==> config.mk <==
export PLATFORM = sky130hd
export DESIGN_NAME = masked_refresh_buffer
export DESIGN_NICKNAME = d
export VERILOG_FILES = /design/src/rtl/masked_refresh_buffer.sv
export SDC_FILE = /design/constraint.sdc
export NUM_CORES = 1
export LEC_CHECK = 0
export BUFFER_PORTS_ARGS = -buffer_cell sky130_fd_sc_hd__buf_4
export CAP_MARGIN = 20
export CORE_AREA = 2 2 39 41
export CTS_BUF_LIST = sky130_fd_sc_hd__clkbuf_4 sky130_fd_sc_hd__clkbuf_8
export CTS_CLUSTER_DIAMETER = 100
export DETAILED_ROUTE_END_ITERATION = 7
export DIE_AREA = 0 0 41 43
export GPL_ROUTABILITY_DRIVEN = 0
export PLACE_DENSITY = 0.65
export SYNTH_ARGS = -nofsm -noshare
export SYNTH_HDL_FRONTEND = slang
export SYNTH_SLANG_ARGS = --single-unit
==> constraint.sdc <==
create_clock -name clk -period 1.7 [get_ports clk]
set_input_delay 0.17 -clock clk [delete_from_list [all_inputs] [get_ports clk]]
set_output_delay 0.17 -clock clk [all_outputs]
set_load 0.05 [all_outputs]
==> src/rtl/masked_refresh_buffer.sv <==
`timescale 1ns/1ps
// Refreshes count d-share Boolean sharings with fresh randomness and queues them in a 2-deep elastic FIFO.
// Push-to-out_valid latency 1 cycle; in_ready = occupancy < 2 (registered); randomness consumed only on a push.
module masked_refresh_buffer #(
  parameter int d     = 2,
  parameter int count = 1
) (
  input  logic                   clk,
  input  logic                   rst_n,
  input  logic [count*d-1:0]     in_sh,
  input  logic                   in_valid,
  output logic                   in_ready,
  input  logic [count*(d-1)-1:0] rnd,
  input  logic                   rnd_valid,
  output logic                   rnd_ready,
  output logic [count*d-1:0]     out_sh,
  output logic                   out_valid,
  input  logic                   out_ready
);
  localparam int W = count * d;

  if (d < 2) begin : g_bad_d
    $error("masked_refresh_buffer: d must be >= 2");
  end

  logic [W-1:0] r_mem [2];
  logic         r_head;
  logic         r_tail;
  logic [1:0]   r_occ;
  logic         r_in_rdy;
  logic         r_out_vld;
  logic [W-1:0] r_out_sh;

  logic         w_push;
  logic         w_pop;
  logic [W-1:0] w_ref;
  logic [1:0]   w_occ_nxt;
  logic         w_head_nxt;
  logic [W-1:0] w_head_dat;

  // Each r_k masks share k and is folded into the last share, so the unmasked XOR is unchanged.
  always_comb begin
    w_ref = '0;
    for (int i = 0; i < count; i++) begin
      w_ref[i*d+d-1] = in_sh[i*d+d-1];
      for (int k = 0; k < d-1; k++) begin
        w_ref[i*d+k]   = in_sh[i*d+k] ^ rnd[i*(d-1)+k];
        w_ref[i*d+d-1] = w_ref[i*d+d-1] ^ rnd[i*(d-1)+k];
      end
    end
  end

  assign w_push    = in_valid & rnd_valid & r_in_rdy;
  assign w_pop     = r_out_vld & out_ready;
  assign rnd_ready = w_push;

  assign w_occ_nxt  = r_occ + {1'b0, w_push} - {1'b0, w_pop};
  assign w_head_nxt = r_head ^ w_pop;
  // Next head may be the entry being written this cycle (empty buffer, or push+pop at occupancy 1).
  assign w_head_dat = (w_push && (r_tail == w_head_nxt)) ? w_ref : r_mem[w_head_nxt];

  always_ff @(posedge clk or negedge rst_n) begin
    if (!rst_n) begin
      r_mem[0]  <= '0;
      r_mem[1]  <= '0;
      r_head    <= 1'b0;
      r_tail    <= 1'b0;
      r_occ     <= 2'd0;
      r_in_rdy  <= 1'b0;
      r_out_vld <= 1'b0;
      r_out_sh  <= '0;
    end else begin
      if (w_push) begin
        r_mem[r_tail] <= w_ref;
      end
      r_head    <= w_head_nxt;
      r_tail    <= r_tail ^ w_push;
      r_occ     <= w_occ_nxt;
      r_in_rdy  <= (w_occ_nxt != 2'd2);
      r_out_vld <= (w_occ_nxt != 2'd0);
      r_out_sh  <= w_head_dat;
    end
  end

  assign in_ready  = r_in_rdy;
  assign out_valid = r_out_vld;
  assign out_sh    = r_out_sh;

endmodule

==> impl_metrics.toml, run 1 <==
[outcome]
status = "finished clean"

[yosys]
synth_top_family_by_area = "simple AND/OR/NAND/NOR gates"
synth_compound_area_frac = 0.0927
syn_area_um2 = 567
avgSynthCellArea_um2 = 10.5
synth-xor-area-share = 0.106
yosys.area.top_type = "dfrtp_1"
netlist_top_cells_area = "dfrtp_1, mux2i_1, xnor2_1"
ys_types = 17
syn_nets = 63
synthMuxAreaShare = 0.0883
ys_warn_count = 0
yosysSeqAreaShare = 0.530
yosysTopAreaCellShare = 0.530
synth_cells = 54
synth-simple-area-share = 0.128
synth_fa_ha_area_frac = 0.0221
synth_seq_cells = 12

[grt]
grt_usage = 0.171
grt_pass1_wl_um = 1920
grt_start_max_net_pins = 13
grt_pass1_vias = 453
antenna_found_initial = 0
grt-ovfl-total = 0

[floorplanning]
dieArea_mm2 = 0.00176
dieHeight_um = 43
io_pins = 13
rows = 14
initial_core_util = 0.410
dieWidth_um = 41
core_mm2 = 0.00138

[final_layout]
stdcell_count = 86
multiInputGateArea_um2 = 248
drive_gt1_frac = 0.286
num-fill-cells = 127
antenna_cells = 0
regArea_um2 = 300
area_growth_pct = 25.2
nets = 81

[sta]
max-slew-margin-rel = 0.689
drv_slew = 0
finalCritPeriodShare = 0.852
rsz0062_at_grt = "no"
hold_viol = 0
period_minus_slack_ps = 1450
fmax_mhz = 690
setup_viol = 0
tns_ps = 0
worst_slew_pin_slew_ps = 464
finClkSkew_ps = 1.40

[setup_path]
crit_fanout = 4
worstPathRequired_ps = 1900
worstSetupEndpointType = "flip-flop"
crit_arrival_ps = 1640
path_class = "reg2reg"
start_kind = "flip-flop"

[run]
maxCapViolations = 0

[routing]
totalWireLength_um = 936
drc = 0
vias = 420
wl_per_cell_um = 10.9
drt_iter0_drc = 0
via_per_inst = 4.88
ant_nets = 0
dr.pass1.iters = 1

[power]
power.leakage_nw = 0.337
p_per_area_mw_per_mm2 = 1970
irDropWorstVdd_uv = 666

[place]
dp_cells = 82
hpwl_um = 691
io_buffer_count = 12

[cts]
cts_sinks = 12
postCtsHoldBufs = 1
insertion_delay_ps = 270
cts_buffers = 3
cts-root-buf = "clkbuf_4"
cts_resized = 0
htreeDepth = 1
cts_max_path_buffers = 2
postCtsSetupBuffers = 0
cts_tree = "built"
cts.clk_slew.worst_paths_ps = 70

[min_path]
hp-class = "in2reg"
state kept, by name, summed over array words and instances, names as in the netlist:
register / cells
in_ready: 1
out_sh: 2
out_valid: 1
r_head: 1
r_mem: 4
r_occ: 2
r_tail: 1
path summary, 6_finish.rpt:
check	cells after the start	slack, ps	end	from
setup / recovery	6	250	out_valid$_DFF_PN0_	out_valid$_DFF_PN0_
hold / removal	3	260	r_mem[2]$_DFFE_PN0P_	in_sh[0]
setup reg to reg	6	250	out_valid$_DFF_PN0_	out_valid$_DFF_PN0_
hold reg to reg	2	490	r_mem[1]$_DFFE_PN0P_	r_mem[1]$_DFFE_PN0P_
max in group asynchronous	2	1280	out_valid$_DFF_PN0_	rst_n
min in group asynchronous	2	270	r_mem[0]$_DFFE_PN0P_	rst_n
where the power goes:
group,switching [W],internal (W)
Combinational,0.000436,0.000284
Sequential,0.0000732,0.000429
Clock,0.0000929,0.0000821
Total,0.000602,0.000795
placed cells by master (no fill, tap or decap), drive strengths merged:
master       netlist  final
o22ai              2      2
xnor2              5      5
nor3               1      1
xor2               1      1
mux2i              5      5
and2               1      1
nor2               7      7
inv                5      5
dfrtp             12     12
ha                 1      1
dlygate4sd3        0      1
clkbuf             0      3
o31ai              2      2
a21oi              3      3
nand3              1      1
o21ai              2      2
buf                0     12
nand2              6      6
kinds of logic after synthesis:
| family | count (synthesis) |
|---|---|
| DFF | 12 |
| muxes | 5 |
| buffers and inverters | 5 |
| xor gates and xnor gates | 6 |
| adders and majority gates | 1 |
| and+or+nand+nor | 16 |
| AOI/OAI and AO/OA | 9 |
routing by layer:
metal / track usage / up-vias / share of wire / wire (µm)
li1: - / 212 / - / -
met1: 0.203 / 195 / 0.45 / 421
met2: 0.234 / 8 / 0.47 / 439
met3: 0.0628 / 5 / 0.037 / 35
met4: 0.140 / 0 / 0.043 / 40
met5: 0 / - / 0 / 0
Yosys cell counts (all sizes together):
library cell	n
dfrtp	12
nor2	7
nand2	6
inv	5
mux2i	5
xnor2	5
a21oi	3
o21ai	2
o22ai	2
o31ai	2
and2	1
ha	1
nand3	1
nor3	1
xor2	1
stage by stage:
step	hold slack [ps]	util	area [µm²]	power (W)	setup WS (ps)
2_1_floorplan	-126	-	567	0.00106	123
3_3_place_gp	16.6	0.489	677	0.00122	376
3_5_place_dp	17.6	0.489	677	0.00123	325
4_1_cts	262	0.513	709	0.00141	250
5_1_grt	274	0.513	709	0.00152	126
6_report	263	0.513	709	0.00140	251
layout make-up:
cell class,count,area share
multi-input cells,37,0.349
well taps,16,0.0282
flip-flops and latches,12,0.423
inverters,5,0.0265
repair buffers,13,0.141
clock buffers,3,0.0317
worst max-delay path: stages, from the launching register on:
cell	delay (ps)
dfrtp_1	390
nand2_2	100
inv_1	50
ha_1	180
xnor2_1	410
nor3_1	100
a21oi_1	150
Note: power is estimated with default switching activity, not from simulation.
==> run 2: changes to the inputs <==
CORE_AREA = not set   (was 2 2 39 41)
CORE_MARGIN = 2   (was not set)
CORE_UTILIZATION = 34   (was not set)
DIE_AREA = not set   (was 0 0 41 43)
PLACE_DENSITY = 0.59   (was 0.65)
==> run 2 against run 1 <==
  * Power fell by 0.89%
  * Die area up 14%
  * Critical path depth did not move
  * Sequential share of layout area did not move
  * Maximum frequency rose by 3.8%
  * Via count shrank 4.8%
  * Clock-buffer cell count unchanged
  * First-iteration DRC count grew 3
  * Critical path type unchanged
  * Critical endpoint unchanged
  * Highest routed layer unchanged
==> impl_metrics.toml, run 2 (same netlist as run 1, synthesis figures left out) <==
[floorplanning]
dieHeight_um = 44.8
io_pins = 13
rows = 14
core_mm2 = 0.00154
initial_core_util = 0.368
dieArea_mm2 = 0.00201
dieWidth_um = 44.8

[cts]
cts_tree = "built"
cts_buffers = 3
cts_max_path_buffers = 2
htreeDepth = 1
cts.clk_slew.worst_paths_ps = 70
cts-root-buf = "clkbuf_4"
insertion_delay_ps = 260
cts_sinks = 12
cts_resized = 0

[setup_path]
crit_fanout = 4
crit_arrival_ps = 1580
startpoint = "out_valid$_DFF_PN0_"
reg2reg_to = "out_valid$_DFF_PN0_"
slowest_stage = "dfrtp_1"
start_kind = "flip-flop"
worstSetupEndpointType = "flip-flop"
cp.depth = 6
path_class = "reg2reg"
cpLargestDelayFamily = "flip-flops"
reg2reg_depth = 6
crit_chain = "nand2_2, inv_1, ha_1, xnor2_1, nor3_1, a21oi_1"
timing.rr.start = "out_valid$_DFF_PN0_"
cp-endpoint = "out_valid$_DFF_PN0_"
r2r_slack_ps = 310
critical-path-max-stage-delay_ps = 400
worstPathRequired_ps = 1880
crit_buf_inv = 1

[sta]
setup_slack_ps = 305
finClkSkew_ps = 0.748
max-slew-margin-rel = 0.734
tns_ps = 0
fmax_mhz = 717
hold_viol = 0
setup_viol = 0
finalCritPeriodShare = 0.821
worst_slew_pin_slew_ps = 397
period_minus_slack_ps = 1390
rsz0062_at_grt = "no"
drv_slew = 0

[routing]
via_per_inst = 4.65
top_layer = "met4"
wl_met1_um = 483
totalWireLength_um = 965
ant_nets = 0
wl_per_cell_um = 11.2
dr.pass1.iters = 4
vias = 400
drc = 0
met2WireLength_um = 413
drt_iter0_drc = 3
dr_wl_met3_um = 56

[run]
maxCapViolations = 0

[place]
hpwl_um = 731
io_buffer_count = 12
post-place-ws_ps = 319

[grt]
grt_start_max_net_pins = 13
antenna_found_initial = 0
grt_pass1_vias = 425
grt_pass1_wl_um = 1810
grt_usage = 0.130
grt-ovfl-total = 0

[power]
p_per_area_mw_per_mm2 = 1950
irDropWorstVdd_uv = 729
power.leakage_nw = 0.337

[outcome]
status = "finished clean"

[final_layout]
drive_gt1_frac = 0.286
nets = 81
final_cell_mix = "dfrtp_1, buf_4, nor2_1"
largest_reg_flops = 4
top_register = "r_mem"
antenna_cells = 0
num-fill-cells = 169
area_growth_pct = 25.2

[min_path]
hp-class = "in2async"
==> run 2: cell counts in the layout (fill, tap and decap cells not counted) <==
Identical to the previous run, type by type.
==> run 2: per-stage QoR <==
step	instance area [µm²]	instances	total power, W	hold slack [ps]	utilization
after floorplan	567	54	0.00106	-126	-
after global placement	677	82	0.00122	19.8	0.439
after detailed placement	677	82	0.00123	20.1	0.439
after CTS	709	86	0.00141	270	0.460
after global routing	709	86	0.00152	285	0.460
final	709	86	0.00138	278	0.460
==> run 2: worst min-delay path by stage <==
| stage | from | endpoint | slack, ps | depth (start not counted) |
|---|---|---|---|---|
| after floorplan | rst_n | in_ready$_DFF_PN0_ | -130 | 0 |
| after global placement | rst_n | r_mem[3]$_DFFE_PN0P_ | 20 | 1 |
| after detailed placement | rst_n | r_mem[3]$_DFFE_PN0P_ | 20 | 1 |
| after CTS | rst_n | r_mem[0]$_DFFE_PN0P_ | 270 | 2 |
| after global routing | rst_n | r_mem[3]$_DFFE_PN0P_ | 280 | 2 |
| final | rst_n | r_mem[3]$_DFFE_PN0P_ | 280 | 2 |
==> run 2: area by class of cell <==
cell class / count / area, µm² / share of cell area
Sequential cell: 12 / 300 / 0.423
Multi-Input combinational cell: 37 / 248 / 0.349
Timing Repair Buffer: 13 / 100 / 0.141
Clock buffer: 3 / 22.5 / 0.0317
Tap cell: 16 / 20.0 / 0.0282
Inverter: 5 / 18.8 / 0.0265
==> run 2: report_power, final <==
part	internal, W	switching [W]
clock network	0.0000817	0.0000807
registers	0.000429	0.0000765
logic	0.000283	0.000433
total	0.000795	0.000590
==> run 2: what timing repair did <==
action,CTS,global route
setup endpoints to repair,0,0
setup buffers,0,0
hold buffers,1,0
hold endpoints to repair,12,0
==> run 2: per-layer routing <==
metal / GRT usage / vias up
met5: 0 / -
met4: 0.0882 / 0
li1: - / 213
met1: 0.159 / 176
met2: 0.197 / 9
met3: 0.0400 / 2
==> run 3: changes to the inputs <==
clock period = 1.3 ns   (was 1.7 ns; I/O delays follow)
==> run 3 against run 2 <==
  * Sequential share of layout area shrank 5.1 points
  * Critical endpoint is now in_ready$_DFF_PN0_
  * Sequential power is 40% higher
  * Highest routed layer unchanged
  * Wire length grew 15%
  * Clock power rose by 60%
  * Via count is 12% higher
  * Clock-buffer cell count grew 1
  * Die area did not move
  * Register-to-register slack worse by 270 ps
  * Worst setup slack got worse by 270 ps
==> impl_metrics.toml, run 3 (same netlist as run 1, synthesis figures left out) <==
[outcome]
status = "finished clean"

[sta]
setup_viol = 0
whs_ps = 229
drv_slew = 0
finClkSkew_ps = 5.16
max-slew-margin-rel = 0.754
fmax_mhz = 791
finalCritPeriodShare = 0.973
period_minus_slack_ps = 1260
hold_viol = 0
worst_slew_pin_slew_ps = 366
rsz0062_at_grt = "yes"

[cts]
htreeDepth = 1
cts_sinks = 12
cts_max_path_buffers = 2
cts.clk_slew.worst_paths_ps = 80
cts-root-buf = "clkbuf_4"
insertion_delay_ps = 270
cts_buffers = 3
cts_tree = "built"

[final_layout]
antenna_cells = 0
multiInputGateArea_um2 = 318
area_growth_pct = 43.5
design_area_um2 = 813
nets = 83
regArea_um2 = 303
stdcell_count = 89
layout_commonest_cell = "buf_4"
largest_reg_flops = 4
drive_gt1_frac = 0.438
final_cell_mix = "buf_4, dfrtp_1, nor2_1"
num-fill-cells = 142
top_register = "r_mem"

[setup_path]
start_kind = "flip-flop"
r2r_slack_ps = 40
reg2reg_to = "in_ready$_DFF_PN0_"
worstSetupEndpointType = "flip-flop"
crit_arrival_ps = 1450
crit_fanout = 4
timing.rr.start = "out_valid$_DFF_PN0_"
cp-endpoint = "in_ready$_DFF_PN0_"
reg2reg_depth = 5
path_class = "reg2reg"
startpoint = "out_valid$_DFF_PN0_"
worstPathRequired_ps = 1490

[power]
internal-power_w = 0.00124
p_switching_w = 0.000905
power.leakage_nw = 0.365
seqPwrFrac = 0.330
p_per_area_mw_per_mm2 = 2640
irDropWorstVdd_uv = 1150
comb_power_share = 0.549
p_sw_frac = 0.422
clkPwrFrac = 0.121

[floorplanning]
rows = 14
io_pins = 13
dieWidth_um = 44.8
initial_core_util = 0.368
dieHeight_um = 44.8
dieArea_mm2 = 0.00201
core_mm2 = 0.00154

[routing]
via_per_inst = 5.01
drt_iter0_drc = 9
wl_per_cell_um = 12.5
vias = 446
dr.pass1.iters = 4
totalWireLength_um = 1110
ant_nets = 0
drc = 0

[grt]
antenna_found_initial = 0
grt_usage = 0.138
grt_pass1_wl_um = 1900
grt_start_max_net_pins = 13
grt-ovfl-total = 0
grt_pass1_vias = 410

[min_path]
hp-class = "in2async"

[place]
io_buffer_count = 12
place_area_um2 = 724
dp_cells = 83
hpwl_um = 815

[run]
maxCapViolations = 0
run 3: cell types whose count changed in the layout (fill, tap and decap cells not counted), moves of 2 or more:
cell     delta
o31ai_2     +2
dfrtp_1     -2
o31ai_1     -2
dfrtp_2     +2
run 3: critical path, cell delays in order, from the launching register on:
cell	delay, ps
dfrtp_2	420
nand2_4	100
inv_2	50
ha_4	170
xnor2_4	220
mux2i_1	220
run 3: power by group through the flow:
| stage | combinational (W) | sequential [W] | clock (W) |
|---|---|---|---|
| floorplan | 0.000619 | 0.000862 | 0 |
| global placement | 0.00104 | 0.000680 | 0 |
| finish | 0.00118 | 0.000707 | 0.000260 |
| detailed placement | 0.00105 | 0.000686 | 0 |
| global route | 0.00126 | 0.000733 | 0.000294 |
| CTS | 0.00112 | 0.000702 | 0.000267 |
run 3: worst min-delay path by stage:
stage | cells after the start | to
after floorplan | 0 | in_ready$_DFF_PN0_
after global placement | 1 | r_mem[3]$_DFFE_PN0P_
after detailed placement | 1 | r_mem[3]$_DFFE_PN0P_
after CTS | 2 | r_mem[3]$_DFFE_PN0P_
after global routing | 2 | r_occ[0]$_DFF_PN0_
final | 2 | r_tail$_DFF_PN0_
run 3: what timing repair did:
action | 4_1_cts | 5_1_grt
hold endpoints to repair | 12 | 0
setup buffers | 0 | 1
resized for setup | 2 | 5
hold buffers | 1 | 0
pin swaps | 0 | 2
setup endpoints to repair | 3 | 5
run 3: area by class of cell:
class | count | share of cell area
multi-input combinational | 37 | 0.391
sequential | 12 | 0.372
inverter | 5 | 0.0292
clock buffer | 4 | 0.0369
tap | 16 | 0.0246
timing repair buffer | 15 | 0.146
run 3: layer usage:
layer | track usage | wire length (µm)
met4 | 0.0882 | 25
met5 | 0 | 0
met3 | 0.0360 | 43
met1 | 0.180 | 494
met2 | 0.203 | 549
run 3: per-stage QoR:
step | power (W) | utilization | setup TNS [ps] | worst slack, ps
2_1_floorplan | 0.00148 | - | -87.7 | -32.0
3_3_place_gp | 0.00172 | 0.470 | 0 | 16.1
3_5_place_dp | 0.00173 | 0.470 | 0 | 15.2
4_1_cts | 0.00209 | 0.511 | 0 | 8.07
5_1_grt | 0.00229 | 0.528 | -50.4 | -28.1
6_report | 0.00214 | 0.528 | 0 | 35.1
